===== config.mk =====
export PLATFORM = sky130hd
export DESIGN_NAME = spi_periph_bridge
export DESIGN_NICKNAME = d
export VERILOG_FILES = /design/src/rtl/spi_bridge_pkg.sv /design/src/rtl/spi_bridge_sync.sv /design/src/rtl/spi_periph_bridge.sv
export SDC_FILE = /design/constraint.sdc
export NUM_CORES = 1
export LEC_CHECK = 0
export CORE_ASPECT_RATIO = 0.7
export CORE_MARGIN = 3
export CORE_UTILIZATION = 35
export CTS_CLUSTER_SIZE = 25
export DETAILED_ROUTE_END_ITERATION = 10
export GPL_TIMING_DRIVEN = 1
export PLACE_DENSITY_LB_ADDON = 0.12
export SLEW_MARGIN = 20
export SYNTH_ARGS = -nofsm -noshare
export SYNTH_HDL_FRONTEND = slang
export SYNTH_SLANG_ARGS = --single-unit

===== constraint.sdc =====
create_clock -name clk -period 7.2 [get_ports clk]
set_input_delay 1.44 -clock clk [delete_from_list [all_inputs] [get_ports clk]]
set_output_delay 1.44 -clock clk [all_outputs]
set_load 0.02 [all_outputs]

===== src/rtl/spi_bridge_pkg.sv =====
// Shared types and helpers for the SPI-to-peripheral-register bridge:
// FSM states, transaction width codes, header layout and beat arithmetic.
package spi_bridge_pkg;

    typedef enum logic [2:0] {
        S_IDLE,
        S_HDR,
        S_WDATA,
        S_RD_REQ,
        S_RD_WAIT,
        S_RD_SHIFT,
        S_HALT
    } state_e;

    localparam logic [1:0] W_BYTE = 2'b00;
    localparam logic [1:0] W_HALF = 2'b01;
    localparam logic [1:0] W_WORD = 2'b10;
    localparam logic [1:0] W_NONE = 2'b11;

    localparam int HDR_BITS = 16;
    localparam int HDR_RW   = 15;
    localparam int HDR_W_HI = 14;
    localparam int HDR_W_LO = 13;

    // Host clocks this many dummy SCLK cycles ahead of every read beat.
    localparam logic [5:0] RD_DUMMY = 6'd8;

    function automatic logic [5:0] beat_bits(input logic [1:0] w);
        case (w)
            W_BYTE:  beat_bits = 6'd8;
            W_HALF:  beat_bits = 6'd16;
            default: beat_bits = 6'd32;
        endcase
    endfunction

    function automatic logic [2:0] byte_incr(input logic [1:0] w);
        case (w)
            W_BYTE:  byte_incr = 3'd1;
            W_HALF:  byte_incr = 3'd2;
            default: byte_incr = 3'd4;
        endcase
    endfunction

    // Keeps only the transaction-width bits and parks them at the top so the
    // shifter always sends bit 31 first.
    function automatic logic [31:0] align_msb(input logic [1:0] w, input logic [31:0] d);
        case (w)
            W_BYTE:  align_msb = {d[7:0], 24'h0};
            W_HALF:  align_msb = {d[15:0], 16'h0};
            default: align_msb = d;
        endcase
    endfunction

endpackage


===== src/rtl/spi_bridge_sync.sv =====
// Two-flop synchroniser for one raw SPI pin, with a third flop for
// rising/falling edge detection in the clk domain.
module spi_bridge_sync #(
    parameter logic RESET_VAL = 1'b0
) (
    input  logic clk,
    input  logic rst_n,
    input  logic d_i,
    output logic q_o,
    output logic rise_o,
    output logic fall_o
);

    logic meta_q, sync_q, prev_q;
    logic meta_d, sync_d, prev_d;

    always_comb begin
        meta_d = d_i;
        sync_d = meta_q;
        prev_d = sync_q;
    end

    // NOTE: non-blocking assignments keep this a true shift chain; blocking
    // ones would collapse the three stages into a single flop.
    always_ff @(posedge clk or negedge rst_n) begin
        if (!rst_n) begin
            meta_q <= RESET_VAL;
            sync_q <= RESET_VAL;
            prev_q <= RESET_VAL;
        end else begin
            meta_q <= meta_d;
            sync_q <= sync_d;
            prev_q <= prev_d;
        end
    end

    assign q_o    = sync_q;
    assign rise_o = sync_q & ~prev_q;
    assign fall_o = ~sync_q & prev_q;

endmodule


===== src/rtl/spi_periph_bridge.sv =====
// SPI slave that decodes a 16-bit header and runs auto-incrementing burst
// reads/writes onto up to N_PERIPH TinyQV-style peripheral register buses.
module spi_periph_bridge
    import spi_bridge_pkg::*;
#(
    parameter int ADDR_W   = 6,
    parameter int N_PERIPH = 2,
    parameter int SEL_W    = 3,
    parameter int TIMEOUT  = 32
) (
    input  logic                   clk,
    input  logic                   rst_n,
    input  logic                   spi_cs_n,
    input  logic                   spi_clk,
    input  logic                   spi_mosi,
    output logic                   spi_miso,
    output logic [ADDR_W-1:0]      address,
    output logic [31:0]            data_in,
    output logic [2*N_PERIPH-1:0]  data_write_n,
    output logic [2*N_PERIPH-1:0]  data_read_n,
    input  logic [32*N_PERIPH-1:0] data_out,
    input  logic [N_PERIPH-1:0]    data_ready,
    input  logic [N_PERIPH-1:0]    user_interrupt,
    output logic                   irq,
    output logic                   err
);

    localparam int TMR_W = $clog2(TIMEOUT + 1);

    logic cs_n_s, cs_fall, cs_rise_unused;
    logic sclk_rise, sclk_fall, sclk_level_unused;
    logic mosi_s, mosi_rise_unused, mosi_fall_unused;

    spi_bridge_sync #(.RESET_VAL(1'b1)) u_sync_cs (
        .clk(clk), .rst_n(rst_n), .d_i(spi_cs_n),
        .q_o(cs_n_s), .rise_o(cs_rise_unused), .fall_o(cs_fall)
    );
    spi_bridge_sync #(.RESET_VAL(1'b0)) u_sync_sclk (
        .clk(clk), .rst_n(rst_n), .d_i(spi_clk),
        .q_o(sclk_level_unused), .rise_o(sclk_rise), .fall_o(sclk_fall)
    );
    spi_bridge_sync #(.RESET_VAL(1'b0)) u_sync_mosi (
        .clk(clk), .rst_n(rst_n), .d_i(spi_mosi),
        .q_o(mosi_s), .rise_o(mosi_rise_unused), .fall_o(mosi_fall_unused)
    );

    state_e                state_q, state_d;
    logic [5:0]            bit_cnt_q, bit_cnt_d;
    logic [14:0]           hdr_q, hdr_d;
    logic [1:0]            width_q, width_d;
    logic [SEL_W-1:0]      sel_q, sel_d;
    logic [ADDR_W-1:0]     address_q, address_d;
    logic [31:0]           wsh_q, wsh_d;
    logic [31:0]           shreg_q, shreg_d;
    logic [TMR_W-1:0]      timer_q, timer_d;
    logic                  miso_q, miso_d;
    logic [31:0]           data_in_q, data_in_d;
    logic [2*N_PERIPH-1:0] data_write_n_q, data_write_n_d;
    logic [2*N_PERIPH-1:0] data_read_n_q, data_read_n_d;
    logic                  irq_q, irq_d;
    logic                  err_q, err_d;

    logic [15:0]       hdr_next;
    logic [1:0]        width_new;
    logic [SEL_W-1:0]  sel_new;
    logic [ADDR_W-1:0] addr_new;
    logic [ADDR_W-1:0] addr_inc;
    logic [5:0]        data_last;
    logic [5:0]        rd_beat_last;
    logic [31:0]       wdata_next;

    assign hdr_next     = {hdr_q, mosi_s};
    assign width_new    = hdr_next[HDR_W_HI:HDR_W_LO];
    assign sel_new      = hdr_next[ADDR_W+SEL_W-1 -: SEL_W];
    assign addr_new     = hdr_next[ADDR_W-1:0];
    assign addr_inc     = address_q + ADDR_W'(byte_incr(width_q));
    assign data_last    = beat_bits(width_q) - 6'd1;
    assign rd_beat_last = RD_DUMMY + data_last;
    assign wdata_next   = {wsh_q[30:0], mosi_s};

    // NOTE: every *_d gets a default before the case so no path through this
    // block leaves a signal unassigned, which would infer a latch.
    always_comb begin
        state_d        = state_q;
        bit_cnt_d      = bit_cnt_q;
        hdr_d          = hdr_q;
        width_d        = width_q;
        sel_d          = sel_q;
        address_d      = address_q;
        wsh_d          = wsh_q;
        shreg_d        = shreg_q;
        timer_d        = timer_q;
        miso_d         = miso_q;
        data_in_d      = data_in_q;
        data_write_n_d = '1;
        data_read_n_d  = data_read_n_q;
        irq_d          = |user_interrupt;
        err_d          = err_q;

        // Advance only once the one-cycle write strobe has been seen at the old address.
        if (data_write_n_q != '1) address_d = addr_inc;

        case (state_q)
            S_IDLE: begin
                miso_d        = 1'b0;
                data_read_n_d = '1;
                if (cs_fall) begin
                    state_d   = S_HDR;
                    bit_cnt_d = '0;
                end
            end
            S_HDR: if (sclk_rise) begin
                hdr_d     = hdr_next[14:0];
                bit_cnt_d = bit_cnt_q + 6'd1;
                if (bit_cnt_q == 6'(HDR_BITS - 1)) begin
                    width_d   = width_new;
                    sel_d     = sel_new;
                    address_d = addr_new;
                    bit_cnt_d = '0;
                    wsh_d     = '0;
                    timer_d   = '0;
                    if (hdr_next[HDR_RW] && sel_new == '1 && addr_new == '0) begin
                        err_d   = 1'b0;
                        state_d = S_HALT;
                    end else if (width_new == W_NONE || int'(sel_new) >= N_PERIPH) begin
                        err_d   = 1'b1;
                        state_d = S_HALT;
                    end else if (hdr_next[HDR_RW]) begin
                        state_d = S_WDATA;
                    end else begin
                        data_read_n_d[int'(sel_new)*2 +: 2] = width_new;
                        state_d = S_RD_REQ;
                    end
                end
            end
            S_WDATA: if (sclk_rise) begin
                wsh_d     = wdata_next;
                bit_cnt_d = bit_cnt_q + 6'd1;
                if (bit_cnt_q == data_last) begin
                    data_in_d = wdata_next;
                    data_write_n_d[int'(sel_q)*2 +: 2] = width_q;
                    wsh_d     = '0;
                    bit_cnt_d = '0;
                end
            end
            S_RD_REQ, S_RD_WAIT: begin
                if (sclk_rise) bit_cnt_d = bit_cnt_q + 6'd1;
                if (data_ready[sel_q]) begin
                    shreg_d       = align_msb(width_q, data_out[int'(sel_q)*32 +: 32]);
                    data_read_n_d = '1;
                    state_d       = S_RD_SHIFT;
                end else if (timer_q == TMR_W'(TIMEOUT - 1)) begin
                    shreg_d       = '0;
                    data_read_n_d = '1;
                    err_d         = 1'b1;
                    state_d       = S_RD_SHIFT;
                end else begin
                    timer_d = timer_q + 1'b1;
                    state_d = S_RD_WAIT;
                end
            end
            S_RD_SHIFT: begin
                // Bit k of the beat goes out on the fall that precedes rise 9+k.
                if (sclk_fall && bit_cnt_q >= RD_DUMMY && bit_cnt_q <= rd_beat_last) begin
                    miso_d  = shreg_q[31];
                    shreg_d = {shreg_q[30:0], 1'b0};
                end
                if (sclk_rise) begin
                    bit_cnt_d = bit_cnt_q + 6'd1;
                    if (bit_cnt_q == rd_beat_last) begin
                        bit_cnt_d = '0;
                        address_d = addr_inc;
                        timer_d   = '0;
                        data_read_n_d[int'(sel_q)*2 +: 2] = width_q;
                        state_d   = S_RD_REQ;
                    end
                end
            end
            S_HALT: ;
            default: state_d = S_IDLE;
        endcase

        // Chip-select release aborts any partial beat or pending read.
        if (cs_n_s && state_q != S_IDLE) begin
            state_d        = S_IDLE;
            bit_cnt_d      = '0;
            wsh_d          = '0;
            data_write_n_d = '1;
            data_read_n_d  = '1;
        end
    end

    always_ff @(posedge clk or negedge rst_n) begin
        if (!rst_n) begin
            state_q        <= S_IDLE;
            bit_cnt_q      <= '0;
            hdr_q          <= '0;
            width_q        <= W_BYTE;
            sel_q          <= '0;
            address_q      <= '0;
            wsh_q          <= '0;
            shreg_q        <= '0;
            timer_q        <= '0;
            miso_q         <= 1'b0;
            data_in_q      <= '0;
            data_write_n_q <= '1;
            data_read_n_q  <= '1;
            irq_q          <= 1'b0;
            err_q          <= 1'b0;
        end else begin
            state_q        <= state_d;
            bit_cnt_q      <= bit_cnt_d;
            hdr_q          <= hdr_d;
            width_q        <= width_d;
            sel_q          <= sel_d;
            address_q      <= address_d;
            wsh_q          <= wsh_d;
            shreg_q        <= shreg_d;
            timer_q        <= timer_d;
            miso_q         <= miso_d;
            data_in_q      <= data_in_d;
            data_write_n_q <= data_write_n_d;
            data_read_n_q  <= data_read_n_d;
            irq_q          <= irq_d;
            err_q          <= err_d;
        end
    end

    assign spi_miso     = miso_q;
    assign address      = address_q;
    assign data_in      = data_in_q;
    assign data_write_n = data_write_n_q;
    assign data_read_n  = data_read_n_q;
    assign irq          = irq_q;
    assign err          = err_q;

endmodule


==> flow_metrics.py <==
metrics = {
    "route": {
        "post-route-drc-count": 0,
        "routed_wire_length_per_instance_um": 17.98,
        "first_pass_iters": 5,
        "totalWireLength_um": 19560,
        "vias": 5833,
        "antenna_violating_nets_post_route": 0,
        "detailed_route_vias_per_instance": 5.361,
        "detailedRoute.firstIterationViolations": 302,
    },
    "logic_synthesis": {
        "synth.yosys.seq_area_share": 0.4982,
        "ys_warn_count": 0,
        "synth_edf_count": 0,
        "most_used_dff_post_synth": "dfrtp_1",
        "syn-cell-area_mm2": 0.007814,
        "post_synth.cell_area_avg_um2": 11.44,
        "post-synth-top-area-fraction": 0.4612,
        "synth-seq-cells": 155,
        "synth_area_leader_cell": "dfrtp_1",
        "synth_async_sr_flop_share": 1.000,
        "synth.lib_cells_used.distinct": 67,
        "syn_inst": 683,
        "synth.top_cells.by_area": "dfrtp_1 (46%), mux2_2 (13%), mux2i_1 (6.1%), a22o_1 (4.5%), dfstp_2 (3.7%)",
        "synth_nets": 773,
    },
    "clock_tree": {
        "worst_skew_pair.late_latency_ns": 0.42,
        "cts_buffers": 17,
        "clock_slew_seen_by_the_registers_of_the_worst_setup_and_hold_paths_ns": 0.07,
        "number_of_clock_sinks": 155,
        "cts_htree_levels": 4,
        "ctsRootBufferMaster": "clkbuf_16",
        "postCtsResizedCells": 0,
        "cts_tree": "built",
        "postCtsHoldBufs": 0,
        "clk_path_buf_depth": 2,
        "post_cts_setup_bufs": 0,
    },
    "min_path": {
        "hold_path.class": "reg -> reg",
    },
    "pwr": {
        "design_power_total_mw": 2.573,
        "p_leak_nw": 4.318,
        "max-vdd-ir-drop_mv": 0.1873,
        "power_density_mw_per_mm2": 259.8,
    },
    "sta": {
        "skew_ns": 0.01182,
        "hold_fails_final_rpt": 0,
        "tightestPinTransition_ns": 0.9822,
        "smallest_hold_slack_ns": 0.3535,
        "fin_tns_setup_ns": 0,
        "post-route-period-util": 0.5192,
        "slew_headroom": 0.3452,
        "timing.final.max_slew_violations": 0,
        "worst_setup_slack_final_ns": 3.462,
        "max_clock_freq_ghz": 0.2675,
        "min_period_ns": 3.738,
        "setup_violations": 0,
        "rsz0062_at_grt": "false",
    },
    "grt": {
        "grt_start_max_net_pins": 106,
        "grt.overflow.total": 0,
        "grt_pass1_wl_um": 31280,
        "via_count_of_the_first_global_routing_pass": 5817,
        "grt.total_usage": 0.1648,
        "antenna_found_initial": 0,
    },
    "setup_path": {
        "critical_path.max_fanout": 32,
        "setup.worst_path.end_class": "flop",
        "setup.worst_path.start_class": "flop",
        "slowest_delay_ns": 0.80,
        "path_buf_inv": 3,
        "crit_required_ns": 7.51,
        "critical_path.cell_chain": "nor2_1 -> inv_1 -> ha_1 -> inv_1 -> ha_1 -> nand3_1 -> a2bb2oi_1 -> a2111oi_1 -> o21bai_2 -> buf_4 -> mux2_2",
        "critical-path-top-delay-family": "compound AO/OA/AOI/OAI gates",
        "critPathKind": "reg -> reg",
        "critical-path-slowest-cell": "dfrtp_1",
        "cp.arrival_ns": 4.04,
    },
    "placed_design": {
        "numPlacedInstances": 1057,
        "place_ws_ns": 3.443,
        "place.gp.congestion": 0.7832,
        "io_buffer_count": 121,
        "placed_area_mm2": 0.009293,
        "dpl.hpwl_um": 14010,
    },
    "finish": {
        "final_cells": 1088,
        "area_growth_syn_to_layout_pct": 26.74,
        "drive_above_1_share": 0.1898,
        "layout.cell_area.non_filler_mm2": 0.009903,
        "fin_nets": 884,
        "n_antenna_cell": 0,
        "num-fill-cells": 1970,
        "final_core_util": 0.4545,
    },
    "die": {
        "start_util": 0.3586,
        "floorplan.rows": 45,
        "core_area_mm2": 0.02179,
        "die_x_um": 184.6,
        "die_h_um": 131.0,
        "design.portCount": 122,
        "fp.dieArea_mm2": 0.02418,
    },
    "run": {
        "maxCapViolations": 0,
    },
    "run_status": {
        "outcome": "finished, final reports clean",
    },
}
## final timing paths
| kind | to | slack (ns) | cells past startpoint | start |
|---|---|---|---|---|
| max | shreg_q[13] | 3.46 | 11 | width_q[0] |
| min in group asynchronous | data_in[27] | 1.11 | 1 | rst_n |
| min reg2reg | u_sync_mosi.q_o | 0.35 | 0 | u_sync_mosi.meta_q |
| max reg2reg | shreg_q[13] | 3.46 | 11 | width_q[0] |
| max in group asynchronous | shreg_q[13] | 4.85 | 2 | rst_n |
| min | u_sync_mosi.q_o | 0.35 | 0 | u_sync_mosi.meta_q |
## worst reg2reg max path: stages, from the launching register on
cell and delay [ns]:
dfrtp_1 0.80, nor2_1 0.18, inv_1 0.12, ha_1 0.29, inv_1 0.12, ha_1 0.33
nand3_1 0.21, a2bb2oi_1 0.19, a2111oi_1 0.67, o21bai_2 0.08, buf_4 0.29, mux2_2 0.35
## registers in the layout, summed over array words and instances (netlist names), 2 cells and up
name	cells
address	6
bit_cnt_q	6
data_in	32
data_read_n	4
data_write_n	4
hdr_q	15
sel_q	3
shreg_q	32
state_q	3
timer_q	6
width_q	2
wsh_q	31
## power breakdown
part           switching, mW  internal (mW)
combinational          0.349          0.256
clock                  0.383          0.552
sequential            0.0887          0.944
## routing by layer
layer	up-vias	share of wire	track usage	wire (um)
met5	-	0	0	0
met4	0	0.0090	0.04709	176
met3	12	0.041	0.03348	803
met2	120	0.43	0.2360	8490
met1	2945	0.52	0.2513	10090
li1	2756	-	-	-
## cells in the mapped netlist (all sizes together) (3+ instances only)
master,instances
nand4b,3
o211ai,4
a22o,40
or4,5
o21ai,32
dfstp,11
a32oi,5
mux2,88
buf,15
inv,17
o31ai,4
dfrtp,144
o311ai,3
nor2b,4
nand3,16
or3,6
o21a,3
ha,16
nor2,27
xor2,5
nand2,65
a22oi,8
nand2b,11
nor3,6
mux2i,48
nor4,6
clkbuf,22
o22ai,11
xnor2,4
nor3b,4
a21oi,12
## final cells by class
| type | count | area (um^2) | area share |
|---|---|---|---|
| Clock buffer | 17 | 425.4 | 0.04296 |
| Clock inverter | 14 | 183.9 | 0.01857 |
| Inverter | 17 | 63.81 | 0.006443 |
| Multi-Input combinational cell | 474 | 3711 | 0.3747 |
| Sequential cell | 155 | 3894 | 0.3932 |
| Tap cell | 282 | 352.8 | 0.03563 |
| Timing Repair Buffer | 129 | 1272 | 0.1285 |
## cells in the final DEF (no fill, tap or decap), drive strengths merged, types with 17 or more instances in the layout
master | Yosys | final
a22o | 40 | 40
clkbuf | 22 | 17
clkdlybuf4s50 | 0 | 120
dfrtp | 144 | 144
inv | 17 | 23
mux2 | 88 | 88
mux2i | 48 | 48
nand2 | 65 | 65
nor2 | 27 | 27
o21ai | 32 | 32
## cells by family after synthesis
kind of cell	share of synthesized area
and+or+nand+nor	0.1087
DFF	0.4982
AOI/OAI and AO/OA	0.1352
muxes	0.1883
buffers and inverters	0.02834
adders and majority gates	0.02818
xor gates and xnor gates	0.01313
Note: power is estimated with default switching activity, not from simulation.
